--- config.mk ---
export PLATFORM = sky130hd
export DESIGN_NAME = regfile_wr_arbiter
export DESIGN_NICKNAME = d
export VERILOG_FILES = /design/src/rtl/summercpu_pkg.sv /design/src/rtl/regfile_wr_arbiter_wb_fifo.sv /design/src/rtl/regfile_wr_arbiter.sv
export SDC_FILE = /design/constraint.sdc
export NUM_CORES = 1
export LEC_CHECK = 0
export ABC_AREA = 0
export BUFFER_PORTS_ARGS = -buffer_cell sky130_fd_sc_hd__clkbuf_2
export CORE_UTILIZATION = 30
export CTS_CLUSTER_SIZE = 24
export DETAILED_ROUTE_END_ITERATION = 8
export PLACE_DENSITY = 0.56
export SKIP_LAST_GASP = 1
export SYNTH_ARGS = -nofsm -noshare
export SYNTH_HDL_FRONTEND = slang
export SYNTH_SLANG_ARGS = --single-unit
--- constraint.sdc ---
create_clock -name clk -period 3.1 [get_ports clk]
set_clock_uncertainty 0.05 [all_clocks]
set_input_delay 0.155 -clock clk [delete_from_list [all_inputs] [get_ports clk]]
set_output_delay 0.155 -clock clk [all_outputs]
set_load 0.01 [all_outputs]
--- src/rtl/summercpu_pkg.sv ---
// Shared constants and types for the summercpu register-file write path.
//   REG_ADDR_W    : register address width
//   DATA_W        : register data width
//   WB_FIFO_DEPTH : entries in the B-result write-back queue
//   STARVE_LIMIT  : cycles the queue head may wait before A is stalled
package summercpu_pkg;
  localparam int REG_ADDR_W    = 5;
  localparam int DATA_W        = 32;
  localparam int WB_FIFO_DEPTH = 2;
  localparam int STARVE_LIMIT  = 4;
  localparam int NUM_REGS      = 1 << REG_ADDR_W;

  typedef struct packed {
    logic [REG_ADDR_W-1:0] addr;
    logic [DATA_W-1:0]     data;
  } wb_entry_t;
endpackage

--- src/rtl/regfile_wr_arbiter_wb_fifo.sv ---
// wb_fifo: small synchronous FIFO holding pending B write-backs.
// Ports:
//   clk, reset : clock, synchronous active-low reset (empties the queue)
//   push, din  : enqueue din (ignored when full)
//   pop        : dequeue head (ignored when empty)
//   full/empty : registered occupancy flags
//   head       : oldest entry; stale when empty, so callers gate on empty
module wb_fifo
  import summercpu_pkg::*;
(
  input  logic      clk,
  input  logic      reset,
  input  logic      push,
  input  logic      pop,
  input  wb_entry_t din,
  output logic      full,
  output logic      empty,
  output wb_entry_t head
);
  localparam int PTR_W = (WB_FIFO_DEPTH > 1) ? $clog2(WB_FIFO_DEPTH) : 1;
  localparam logic [PTR_W-1:0] LAST = PTR_W'(WB_FIFO_DEPTH - 1);

  wb_entry_t          mem [WB_FIFO_DEPTH];
  logic [PTR_W-1:0]   rd_ptr, wr_ptr;
  logic [PTR_W:0]     count;
  logic               do_push, do_pop;

  assign full    = (count == (PTR_W+1)'(WB_FIFO_DEPTH));
  assign empty   = (count == '0);
  assign do_push = push && !full;
  assign do_pop  = pop && !empty;
  assign head    = mem[rd_ptr];

  always_ff @(posedge clk) begin
    if (!reset) begin
      rd_ptr <= '0;
      wr_ptr <= '0;
      count  <= '0;
    end else begin
      if (do_push) wr_ptr <= (wr_ptr == LAST) ? '0 : wr_ptr + 1'b1;
      if (do_pop)  rd_ptr <= (rd_ptr == LAST) ? '0 : rd_ptr + 1'b1;
      case ({do_push, do_pop})
        2'b10:   count <= count + 1'b1;
        2'b01:   count <= count - 1'b1;
        default: count <= count;
      endcase
    end
  end

  // Storage needs no reset: empty gates every read.
  always_ff @(posedge clk) begin
    if (do_push) mem[wr_ptr] <= din;
  end
endmodule

--- src/rtl/regfile_wr_arbiter.sv ---
// regfile_wr_arbiter: merges pipeline write-back (A) and multi-cycle unit
// results (B) onto the single register-file write port.
// Ports:
//   clk, reset                 : clock, synchronous active-low reset
//   a_wr, a_addr, a_data       : A write request (no handshake, priority)
//   b_valid/b_ready, b_addr/b_data : B result handshake into a 2-entry queue
//   iss_valid, iss_addr        : B issue, marks destination pending
//   busy_vec                   : per-register pending flags (bit 0 always 0)
//   stall_a                    : A must hold its write-back this cycle
//   wr, addr3, data3           : register-file write port
module regfile_wr_arbiter
  import summercpu_pkg::*;
(
  input  logic                  clk,
  input  logic                  reset,
  input  logic                  a_wr,
  input  logic [REG_ADDR_W-1:0] a_addr,
  input  logic [DATA_W-1:0]     a_data,
  input  logic                  b_valid,
  output logic                  b_ready,
  input  logic [REG_ADDR_W-1:0] b_addr,
  input  logic [DATA_W-1:0]     b_data,
  input  logic                  iss_valid,
  input  logic [REG_ADDR_W-1:0] iss_addr,
  output logic [NUM_REGS-1:0]   busy_vec,
  output logic                  stall_a,
  output logic                  wr,
  output logic [REG_ADDR_W-1:0] addr3,
  output logic [DATA_W-1:0]     data3
);
  localparam int CNT_W = $clog2(STARVE_LIMIT + 1);

  logic              full, empty, push, b_pop, a_win;
  wb_entry_t         head, din;
  logic [CNT_W-1:0]  starve_cnt;
  logic [NUM_REGS-1:0] set_vec, clr_vec;

  // Ready follows occupancy before this cycle's pop, so a full queue
  // refuses even while draining.
  assign b_ready = reset && !full;
  assign push    = b_valid && b_ready;
  assign din     = '{addr: b_addr, data: b_data};

  assign stall_a = (starve_cnt == CNT_W'(STARVE_LIMIT)) && !empty;
  assign a_win   = a_wr && !stall_a;
  assign b_pop   = !a_win && !empty;

  wb_fifo u_fifo (
    .clk   (clk),
    .reset (reset),
    .push  (push),
    .pop   (b_pop),
    .din   (din),
    .full  (full),
    .empty (empty),
    .head  (head)
  );

  // Write port: r0 writes still consume the slot but never assert wr.
  always_comb begin
    wr    = 1'b0;
    addr3 = '0;
    data3 = '0;
    if (a_win) begin
      wr    = (a_addr != '0);
      addr3 = a_addr;
      data3 = a_data;
    end else if (b_pop) begin
      wr    = (head.addr != '0);
      addr3 = head.addr;
      data3 = head.data;
    end
  end

  always_ff @(posedge clk) begin
    if (!reset)                          starve_cnt <= '0;
    else if (empty || b_pop)             starve_cnt <= '0;
    else if (starve_cnt != CNT_W'(STARVE_LIMIT)) starve_cnt <= starve_cnt + 1'b1;
  end

  always_comb begin
    set_vec = '0;
    clr_vec = '0;
    if (iss_valid && iss_addr != '0) set_vec[iss_addr]  = 1'b1;
    if (b_pop)                       clr_vec[head.addr] = 1'b1;
  end

  // Set applied after clear so a same-cycle re-issue keeps the flag.
  always_ff @(posedge clk) begin
    if (!reset) busy_vec <= '0;
    else        busy_vec <= ((busy_vec & ~clr_vec) | set_vec) & ~NUM_REGS'(1);
  end
endmodule

==> results.yml, run 1 <==
status:
  outcome: "complete, no violations"
worst_setup_path:
  worst_path_largest_cell_delay_ns: 0.74
  r2r-start: "starve_cnt[0]"
  crit_buf_inv: 2
  rr_worst_depth: 8
  worst-path-stages: 4
  critical_path.cell_chain: "buf_4 -> mux2i_1 -> o2bb2ai_1 -> clkbuf_2"
  critPathTopFamily: "flip-flops"
  end_kind: "output port"
  crit_slowest_cell: "dfxtp_2"
  worst-setup-path-type: "register to output port"
  crit_path_start_kind: "register"
  cp.arrival_ns: 2.43
  cp_max_fo: 34
  cp.required_ns: 2.89
clock_network:
  htree_levels: 4
  cts_hold_buf: 38
  numClockSinks: 113
  tritoncts: "built"
  clock_path_buffers: 2
  clock-root-buffer: "clkbuf_16"
  cts_resized: 0
  cts_made_buffers: 17
  path_clk_slew_ns: 0.05
  clk-insertion-delay-late_ns: 0.41
  cts_setup_buffers: 0
finish:
  fin_util_pct: 42.7
  fill_cells: 1607
  finalInstanceArea_mm2: 0.00716
  multiInputGateArea_mm2: 0.00204
  antenna_cells: 0
  regArea_mm2: 0.00300
  fin_nets: 705
  syn_to_final_growth_pct: 38.0
  drive_gt1_share_pct: 31.9
synth:
  async_reset_ff_share_pct: 0
  synth_area_leaders: "edfxtp_1 (43%), dfxtp_1 (15%), mux2i_1 (7.1%)"
  synthFlopType: "edfxtp_1"
  synth_top_cell_by_area: "edfxtp_1"
  synth.avg_cell_area_um2: 12.2
  yosys-top-cells-count: "edfxtp_1 (74), nand2_1 (66), dfxtp_1 (39)"
  synth.distinct_cells: 46
  yosysMostFrequentCell: "edfxtp_1"
  synth.top_cell.area_share_pct: 42.8
  synth_area_mm2: 0.00519
  synth_seq_cells: 113
  synth_edf_count: 74
  ys_seq_area_share_pct: 57.9
  synthCells: 425
  mappedNetlistNets: 512
  ys_warn_count: 0
floorplanning:
  dieHeight_um: 133
  dieArea_mm2: 0.0178
  rows: 47
  fp.dieW_um: 133
  start_util_pct: 31.0
  core_mm2: 0.0168
  ios: 156
global_route:
  overflow: 0
  antenna_found_initial: 0
  grt_pass1_wl_um: 22100
  grt.total_usage_pct: 16.5
  grt_pass1_vias: 4149
  grt_max_degree: 61
timing:
  min_period_ns: 2.63
  holdWs_ns: 0.0633
  worst_slew_pin_slew_ns: 0.652
  drv_slew: 0
  slew_headroom_pct: 55.9
  rsz0062_at_grt: "false"
  finalCritPeriodShare_pct: 84.9
  tns_ns: 0
  max_freq_mhz: 380
  setup_violations: 0
  fin_ws_ns: 0.468
  hold_viol: 0
worst_hold_path:
  hold_depth: 3
  hold_path_class: "primary input to register"
  worstHoldStart: "a_wr"
pwr:
  ir_worst_vdd_v: 0.000386
  power_density_mw_per_mm2: 678
  cellLeakagePower_nw: 2.62
routing:
  dr_total_vias: 4285
  dr.pass1.iters: 5
  routedWlPerCell_um: 16.5
  ant_nets: 0
  drt_iter0_markers: 165
  vias_per_cell: 5.04
  postRouteWirelength_um: 14000
  drc_errors: 0
place:
  place_ws_ns: 0.891
  place_area_mm2: 0.00618
  dp_hpwl_um: 9820
  portBuffers: 154
  gp_congestion: 0.812
job:
  max_cap_violations: 0
## kinds of logic after synthesis
| family | count (synthesis) | share of synthesized area, % |
|---|---|---|
| simple gates | 152 | 16.9 |
| flops | 113 | 57.9 |
| compound gates | 84 | 13.8 |
| mux | 37 | 7.14 |
| buf+inv | 32 | 3.01 |
| fa+ha+maj | 3 | 0.724 |
| xor+xnor | 3 | 0.507 |
| other cells | 1 | 0.0723 |
## area by class of cell
class / count / area share, %
clock buffer: 18 / 6.00
inverter: 6 / 0.315
tap: 220 / 3.85
multi-input combinational: 280 / 28.4
sequential: 113 / 42.0
clock inverter: 14 / 2.33
timing repair buffer: 200 / 17.1
## worst reg2reg max path: stages (launching register included)
cell and delay (ns):
dfxtp_1 0.37, inv_1 0.06, ha_1 0.26, a21boi_4 0.34, or2_1 0.17, inv_1 0.05, ha_1 0.32, or3_1 0.36
a21oi_1 0.16
## report_power, final
part | switching [mW] | leakage (nW) | internal [mW]
sequential | 0.138 | 0.997 | 1.76
clock | 0.692 | 0.273 | 1.26
combinational | 0.569 | 1.35 | 0.432
## path summary, 6_finish.rpt
path / slack [ns] / endpoint
max: 0.47 / addr3[0]
max reg2reg: 0.89 / u_fifo.count[1]
min reg2reg: 0.46 / busy_vec[23]
min: 0.06 / starve_cnt[1]
## through the flow
| stage | cells | total power [mW] |
|---|---|---|
| 3_5_place_dp | 781 | 2.90 |
| 6_report | 851 | 4.85 |
| 5_1_grt | 851 | 5.07 |
| 2_1_floorplan | 425 | 2.52 |
| 4_1_cts | 851 | 4.91 |
| 3_3_place_gp | 781 | 2.87 |
## placed cells by master, fill, tap and decap left out, types with 7 or more instances in the layout
cell type      synthesis  layout
clkbuf_16              0      17
dlygate4sd3_1          0      38
nand4_1               33      33
mux2i_1               37      37
nand2_1               66      66
o211ai_1              31      31
buf_4                  4       7
o2bb2ai_1             38      38
dfxtp_1               39      38
clkbuf_2               0     154
edfxtp_1              74      74
## routing by layer
metal | vias to the layer above | global-route usage, % | wire (µm)
li1 | 2060 | - | -
met1 | 2035 | 21.0 | 6380
met2 | 173 | 26.7 | 6670
met3 | 17 | 3.81 | 777
met4 | 0 | 7.39 | 216
met5 | - | 0 | 0
## sequential cells by signal (all words and copies together) (netlist names), named ones only
register and cells:
busy_vec 31, starve_cnt 3, u_fifo.count 2, u_fifo.mem 74, u_fifo.rd_ptr 1, u_fifo.wr_ptr 1
(Power assumes the default switching activity.)
==> inputs of run 2 (changes only) <==
PLACE_DENSITY = 0.58   (was 0.56)
clock period = 2.4 ns   (was 3.1 ns; I/O delays follow)
==> results.yml, run 2 (synthesized netlist as in run 1, its figures left out) <==
clock_network:
  clock-root-buffer: "clkbuf_16"
  tritoncts: "built"
  cts_made_buffers: 17
  htree_levels: 4
  numClockSinks: 113
  clock_path_buffers: 2
  clk-insertion-delay-late_ns: 0.41
  path_clk_slew_ns: 0.05
worst_setup_path:
  critPathTopFamily: "simple AND/OR/NAND/NOR gates"
  cp.arrival_ns: 2.11
  crit_buf_inv: 1
  crit_path_start_kind: "register"
  crit_slowest_cell: "or4b_1"
  worst_path_largest_cell_delay_ns: 0.65
  worst-setup-path-type: "register to output port"
  worstSetupStartpoint: "u_fifo.mem[1][35]"
  critical_path.cell_chain: "or4b_1 -> a22oi_2 -> o2bb2ai_1 -> clkbuf_2"
  cp_max_fo: 9
  cp.required_ns: 2.23
  end_kind: "output port"
  r2r-start: "starve_cnt[0]"
finish:
  finalInstanceArea_mm2: 0.00719
  drive_gt1_share_pct: 31.9
  fin_nets: 707
  syn_to_final_growth_pct: 38.5
  largest-register: "u_fifo.mem"
  antenna_cells: 0
  largestRegisters: "u_fifo.mem (74), busy_vec (31), starve_cnt (3)"
  final_cell_mix: "clkbuf_2 (154), edfxtp_1 (74), nand2_1 (66)"
  largest_reg_flops: 74
  final_common_cell: "clkbuf_2"
timing:
  min_period_ns: 2.28
  rsz0062_at_grt: "false"
  hold_viol: 0
  slew_headroom_pct: 52.9
  worst_slew_pin_slew_ns: 0.697
  tns_ns: 0
  drv_slew: 0
  setup_violations: 0
  max_freq_mhz: 439
  finalCritPeriodShare_pct: 95.0
routing:
  drc_errors: 0
  drt_iter0_markers: 181
  dr_total_vias: 4267
  ant_nets: 0
  vias_per_cell: 5.01
  routedWlPerCell_um: 16.9
  postRouteWirelength_um: 14300
  dr.pass1.iters: 4
pwr:
  ir_worst_vdd_v: 0.000482
  cellLeakagePower_nw: 2.63
  power_density_mw_per_mm2: 868
global_route:
  antenna_found_initial: 0
  grt.total_usage_pct: 16.5
  grt_max_degree: 40
  grt_pass1_vias: 4157
  grt_pass1_wl_um: 22200
  overflow: 0
status:
  outcome: "complete, no violations"
place:
  dp_hpwl_um: 10100
  place_area_mm2: 0.00621
  gp_congestion: 0.796
  portBuffers: 154
floorplanning:
  dieHeight_um: 133
  core_mm2: 0.0168
  dieArea_mm2: 0.0178
  ios: 156
  start_util_pct: 31.0
  rows: 47
  fp.dieW_um: 133
job:
  max_cap_violations: 0
worst_hold_path:
  hold_path_class: "primary input to register"
  worstHoldStart: "a_wr"
run 2: cell types whose count changed in the layout (fill, tap and decap cells not counted), sizes merged:
cell / change
buf: +2
clkbuf: +1
clkinv: -2
clkinvlp: -1
run 2: path summary, 6_finish.rpt:
| kind | endpoint | slack (ns) | cells after the start |
|---|---|---|---|
| worst max-delay path | wr | 0.12 | 4 |
| worst min register to register | register | 0.46 | 2 |
| worst max register to register | u_fifo.count[1] | 0.38 | 8 |
| worst min-delay path | starve_cnt[1] | 0.05 | 3 |
run 2: what timing repair did:
item / in CTS / in global routing
hold buffers: 38 / 0
cloned: 0 / 0
resized for setup: 1 / 6
setup endpoints to repair: 1 / 38
endpoints found under the hold margin: 75 / 0
buffers inserted: 0 / 0
run 2: power breakdown:
| group | internal (mW) | leakage, nW | total (mW) | switching, mW |
|---|---|---|---|---|
| Clock | 1.61 | 0.266 | 2.47 | 0.858 |
| Sequential | 2.28 | 0.998 | 2.44 | 0.162 |
| Combinational | 0.573 | 1.37 | 1.33 | 0.759 |
| Total | 4.46 | 2.63 | 6.24 | 1.78 |
run 2: per-stage QoR:
| stage | instances | hold slack, ns | utilization [%] | total power, mW | setup slack, ns |
|---|---|---|---|---|---|
| after floorplan | 425 | 0.169 | - | 3.26 | 0.0292 |
| after global placement | 783 | 0.259 | 37.0 | 3.72 | 0.489 |
| after detailed placement | 783 | 0.264 | 37.0 | 3.76 | 0.431 |
| after CTS | 851 | 0.0214 | 42.8 | 6.31 | -0.00294 |
| after global routing | 851 | 0.0462 | 42.9 | 6.52 | 0.0114 |
| final | 851 | 0.0519 | 42.9 | 6.24 | 0.120 |
run 2: layout make-up:
cell class	instances	area, µm²
timing repair buffer	202	1270
multi-input combinational	280	2040
fill	1593	9570
clock buffer	19	433
inverter	6	22.5
clock inverter	11	141
tap	220	275
sequential	113	3010
run 2: tightest hold or removal path, cell delays in order:
cell      delay, ns
clkbuf_2       0.12
nand4b_1       0.17
a21oi_1        0.06
run 2: layer usage:
layer / up-vias / GRT usage, % / routed length (µm) / share of wire, %
met4: 0 / 5.05 / 100 / 0.70
met5: - / 0 / 0 / 0
met3: 8 / 5.71 / 993 / 6.9
li1: 2070 / - / - / -
met1: 2008 / 20.5 / 6420 / 45
met2: 181 / 26.9 / 6840 / 48
